`src/rtl/ft245_stream_bridge.sv`:
```
// ft245_stream_bridge: FT245 FIFO handshake to backpressured ingress stream and FIFO-buffered egress stream
module ft245_stream_bridge #(
  parameter int EDEPTH   = 16,
  parameter int RD_PULSE = 2,
  parameter int WR_PULSE = 2,
  parameter int GAP_CYC  = 1
) (
  input  logic                        Clk,
  input  logic                        ARst,
  input  logic                        RXFn,
  input  logic                        TXEn,
  output logic                        RDn,
  output logic                        WRn,
  output logic                        OEn,
  input  logic [7:0]                  DIN,
  output logic [7:0]                  DOUT,
  output logic                        DOE,
  output logic                        IValid,
  output logic [7:0]                  ID,
  input  logic                        IReady,
  input  logic                        EValid,
  input  logic [7:0]                  ED,
  output logic [$clog2(EDEPTH+1)-1:0] EFill,
  output logic                        Ovf
);
  localparam int AW = $clog2(EDEPTH);
  localparam int FW = $clog2(EDEPTH + 1);
  localparam int PMAX = RD_PULSE > WR_PULSE ? RD_PULSE : WR_PULSE;
  localparam int CMAX = PMAX > GAP_CYC ? PMAX : GAP_CYC;
  localparam int CW = $clog2(CMAX + 1);

  typedef enum logic [2:0] {IDLE, RD_OE, RD_STB, WR_SETUP, WR_STB, GAP} state_t;

  state_t          state, state_n;
  logic [CW-1:0]   cnt;
  logic            last_wr;
  logic            rd_ok, wr_ok, rd_cap, pop, push, full;
  logic [7:0]      mem [EDEPTH];
  logic [AW-1:0]   rd_ptr, wr_ptr;

  assign rd_ok  = ~RXFn & ~IValid;
  assign wr_ok  = ~TXEn & (EFill != '0);
  assign rd_cap = state == RD_STB && cnt == CW'(RD_PULSE - 1);
  assign pop    = state == WR_STB && cnt == CW'(WR_PULSE - 1);
  assign full   = EFill == FW'(EDEPTH);
  assign push   = EValid & (~full | pop);

  // cnt restarts on every state change and times the multi-cycle states
  always_ff @(posedge Clk) begin
    if (ARst) begin
      state   <= IDLE;
      cnt     <= '0;
      last_wr <= 1'b1;
    end else begin
      state <= state_n;
      cnt   <= state_n != state ? '0 : cnt + 1'b1;
      if (state == IDLE && state_n != IDLE) last_wr <= state_n == WR_SETUP;
    end
  end

  always_comb begin
    state_n = state;
    case (state)
      IDLE:     state_n = rd_ok & (~wr_ok | last_wr) ? RD_OE : wr_ok ? WR_SETUP : IDLE;
      RD_OE:    state_n = RD_STB;
      RD_STB:   state_n = rd_cap ? GAP : RD_STB;
      WR_SETUP: state_n = WR_STB;
      WR_STB:   state_n = pop ? GAP : WR_STB;
      GAP:      state_n = cnt == CW'(GAP_CYC - 1) ? IDLE : GAP;
      default:  state_n = IDLE;
    endcase
  end

  always_comb begin
    OEn  = ~(state == RD_OE || state == RD_STB);
    RDn  = state != RD_STB;
    WRn  = state != WR_STB;
    DOE  = state == WR_SETUP || state == WR_STB;
    DOUT = DOE ? mem[rd_ptr] : 8'h00;
  end

  always_ff @(posedge Clk) begin
    if (ARst) begin
      IValid <= 1'b0;
      ID     <= 8'h00;
      rd_ptr <= '0;
      wr_ptr <= '0;
      EFill  <= '0;
      Ovf    <= 1'b0;
    end else begin
      if (rd_cap) begin
        IValid <= 1'b1;
        ID     <= DIN;
      end else if (IValid & IReady) IValid <= 1'b0;
      if (push) wr_ptr <= wr_ptr + 1'b1;
      if (pop) rd_ptr <= rd_ptr + 1'b1;
      EFill <= EFill + FW'(push) - FW'(pop);
      if (EValid & ~push) Ovf <= 1'b1;
    end
  end

  always_ff @(posedge Clk) begin
    if (push) mem[wr_ptr] <= ED;
  end
endmodule

```
`config.mk`:
```
export PLATFORM = sky130hd
export DESIGN_NAME = ft245_stream_bridge
export DESIGN_NICKNAME = d
export VERILOG_FILES = /design/src/rtl/ft245_stream_bridge.sv
export SDC_FILE = /design/constraint.sdc
export NUM_CORES = 1
export LEC_CHECK = 0
export CAP_MARGIN = 20
export CORE_ASPECT_RATIO = 0.9
export CORE_MARGIN = 1
export CORE_UTILIZATION = 30
export DETAILED_ROUTE_END_ITERATION = 10
export PLACE_DENSITY = 0.46
export SLEW_MARGIN = 5
export SYNTH_ARGS = -nofsm -noshare
export SYNTH_HDL_FRONTEND = slang
export SYNTH_SLANG_ARGS = --single-unit
```
`constraint.sdc`:
```
create_clock -name Clk -period 4 [get_ports Clk]
set_input_delay 0.8 -clock Clk [delete_from_list [all_inputs] [get_ports Clk]]
set_output_delay 0.8 -clock Clk [all_outputs]
set_load 0.02 [all_outputs]
```
==> results.tsv, run 1 <==
stage	metric	value	unit
clock_network	post_cts.resized_instances	0	
global_route	grt_usage	0.1301	
timing	final_critical_path_setup_slack	370.4	ps
synthesis	synthesis.yosys.warnings	0	
status	run_status	finished clean	
floorplan	die_y	142.9	um
timing	relSlewSlack	0.4787	
global_route	grt_first_pass_wirelength	21.02	mm
synthesis	synth_fa_ha_area_frac	0.02759	
global_route	grt_antenna_before_repair	0	
drt	vias_per_cell	4.581	
synthesis	synth_edf_count	128	
critical_path	critical_path.startpoint_type	flop	
critical_path	worst_r2r_startpoint	cnt[0]	
job	drv_cap	0	
timing	max_freq	0.2755	GHz
clock_network	h-tree-depth	4	
layout	fin_util	0.3760	
clock_network	post-cts-setup-buffer-count	0	
floorplan	width_of_the_die	158.6	um
synthesis	netlist.top_cell.by_area	edfxtp_1	
synthesis	synth-main-ff-cell	edfxtp_1	
layout	antenna_cells_inserted	0	
clock_network	insertion_delay	430	ps
synthesis	synth_top_area_frac	0.5806	
timing	tightest_slew	779.0	ps
timing	fin_setup_tns	0	ps
clock_network	clock-root-buffer	clkbuf_16	
timing	finalHoldViolations	0	
clock_network	ctsHoldBuffers	0	
min_path	hold_path_startpoint	ID[3]	
min_path	hp_class	flop to flop	
placed_design	gp_congestion	0.7280	
placed_design	hpwl	8.840	mm
drt	drt-total-wl	13.55	mm
timing	setup_repair_after_global_routing_missed_its_margin	false	
placed_design	detailedPlace.worstSlack	690.8	ps
floorplan	floorplan.die_area	0.02267	sq mm
clock_network	numCtsBuffers	17	
clock_network	post_cts_clock_slew_at_the_launch_and_capture_registers_of_the_worst_setup_and_hold_paths	70	ps
critical_path	timing.critical_path.arrival	2830	ps
synthesis	synthArstFlopShare	0	
synthesis	synth.most_common_cell	edfxtp_1	
drt	first_iter_violations	199	
layout	final_nets	510	
synthesis	yosysSeqAreaShare	0.6804	
critical_path	worst-setup-path-type	flop to output port	
floorplan	coreArea	0.02163	sq mm
timing	final-max-slew-violation-count	0	
critical_path	crit_path_end_kind	output port	
drt	remaining_drc_errors	0	
synthesis	synth-compound-area-share	0.04933	
floorplan	boundaryPins	49	
drt	drt_pass1_iterations	4	
clock_network	cts.path.max_buffers	2	
critical_path	required	3200	ps
synthesis	synth_seq_cells	161	
global_route	grt_max_degree	33	
synthesis	syn_area	0.006620	sq mm
timing	fin_crit_sh	0.9074	
power	totalPowerFinal	4.381	mW
synthesis	synth_area_leaders	edfxtp_1, dfxtp_1, mux4_2	
synthesis	yosys.cell_types.count	45	
clock_network	clkSinkCount	161	
drt	wl_per_cell	17.41	um
synthesis	synth_top_family_by_area	multiplexers	
floorplan	initial_core_util	0.3060	
synthesis	yosys.area_share.simple	0.07466	
synthesis	synth_xor_area_frac	0.01058	
critical_path	critPathMaxFanout	13	
power	ir_drop	238.1	uV
floorplan	rows	51	
placed_design	numPortBuffers	48	
synthesis	muxShareOfSynthArea	0.1276	
drt	via_count	3564	
global_route	vias_in_the_first_global_route	3606	
layout	layout-drive-gt1-share	0.1745	
synthesis	syn_area_per_cell	16.23	sq um
power	cellPowerDensity	538.7	mW/mm^2
layout	syn2layout_area_growth	22.85	%
timing	finalSetupViolCount	0	
timing	timing.final.crit_period	3630	ps
timing	finClkSkew	10.98	ps
power	cellLeakagePower	2.634	nW
clock_network	tritoncts_clock_tree	built	
synthesis	synth.top_cells.by_count	edfxtp_1, dfxtp_1, nor2_1, nand2_1, mux4_2	
synthesis	syn-num-nets	444	
drt	antenna_left	0	
global_route	gr-total-overflow	0	
layout	final.fill_count	2024	
synthesis	syn_inst	408	
==> cell type report <==
cell class / instances / area [sq um] / share of cell area
clock buffer: 17 / 425.4 / 0.05231
clock inverter: 15 / 178.9 / 0.02200
inverter: 15 / 56.30 / 0.006923
multi-input combinational: 209 / 1924 / 0.2366
sequential: 161 / 4506 / 0.5540
tap: 291 / 364.1 / 0.04477
timing repair buffer: 70 / 678.2 / 0.08338
==> critical path: stages, from the launching register on <==
cell and delay [ps]:
dfxtp_2 650, buf_4 270, mux4_2 500, mux2i_1 270, a211oi_1 130, clkdlybuf4s50_1 580
==> through the flow <==
step	instances	hold slack (ps)	instance area, sq um
after floorplan	408	467.8	6620
after global placement	744	442.3	7506
after detailed placement	744	449.9	7506
after CTS	776	460.3	8110
after global routing	778	470.3	8133
final	778	455.5	8133
==> registers in the layout, summed over array words and instances (netlist names), named ones only <==
signal,flops
EFill,5
ID,8
IValid,1
Ovf,1
cnt,2
last_wr,1
mem,128
rd_ptr,4
state,3
wr_ptr,4
==> kinds of logic after synthesis <==
kind of cell | count (synthesis)
fa+ha+maj | 14
compound gates | 49
mux | 41
simple gates | 97
xor+xnor | 8
buf+inv | 38
flops | 161
==> layout by cell type, fill, tap and decap left out, types with 4 or more instances in the layout <==
master           Yosys  layout
mux4_2              23      23
mux4_1               9       9
edfxtp_1           128     128
dfxtp_1             33      32
nor3_1               9       9
ha_1                13      13
nor2_1              28      28
nand2b_1             5       5
clkbuf_16            0      17
inv_1               15      15
nor2b_1             12      12
inv_8                0       7
a21o_1               4       4
buf_4                3      18
mux2i_1              9       9
a21oi_1             16      16
xor2_1               4       4
xnor2_1              4       4
nand2_1             26      26
a211oi_1            17      17
clkdlybuf4s50_1      0      48
==> power by group <==
part           leakage, nW  total, mW  internal [mW]  switching, mW
combinational        0.913      0.777          0.372          0.405
sequential            1.42       1.99           1.90         0.0848
clock                0.297       1.62          0.852          0.765
total                 2.63       4.38           3.13           1.25
==> layer usage <==
metal	part of all wire	GRT usage	wire, um
met5	0	0	0
met4	0.014	0.04706	186
met3	0.024	0.03035	322
met2	0.49	0.2117	6636
met1	0.47	0.1689	6402
==> worst paths after layout <==
check	to	slack, ps	cells past startpoint
worst max-delay path	DOUT[3]	370	5
worst min-delay path	ID[3]	460	2
worst max register to register	EFill[4]	1010	13
worst min register to register	ID[3]	460	2
(Power assumes the default switching activity.)
==> run 2: changes to the inputs <==
--- a/config.mk
+++ b/config.mk
@@ -9,6 +9,7 @@
 export CORE_ASPECT_RATIO = 0.9
 export CORE_MARGIN = 1
 export CORE_UTILIZATION = 30
+export CTS_CLUSTER_SIZE = 14
 export DETAILED_ROUTE_END_ITERATION = 10
 export PLACE_DENSITY = 0.46
 export SLEW_MARGIN = 5
==> results of run 2 <==
Final layout, timing and power as in run 1 (identical DEF).
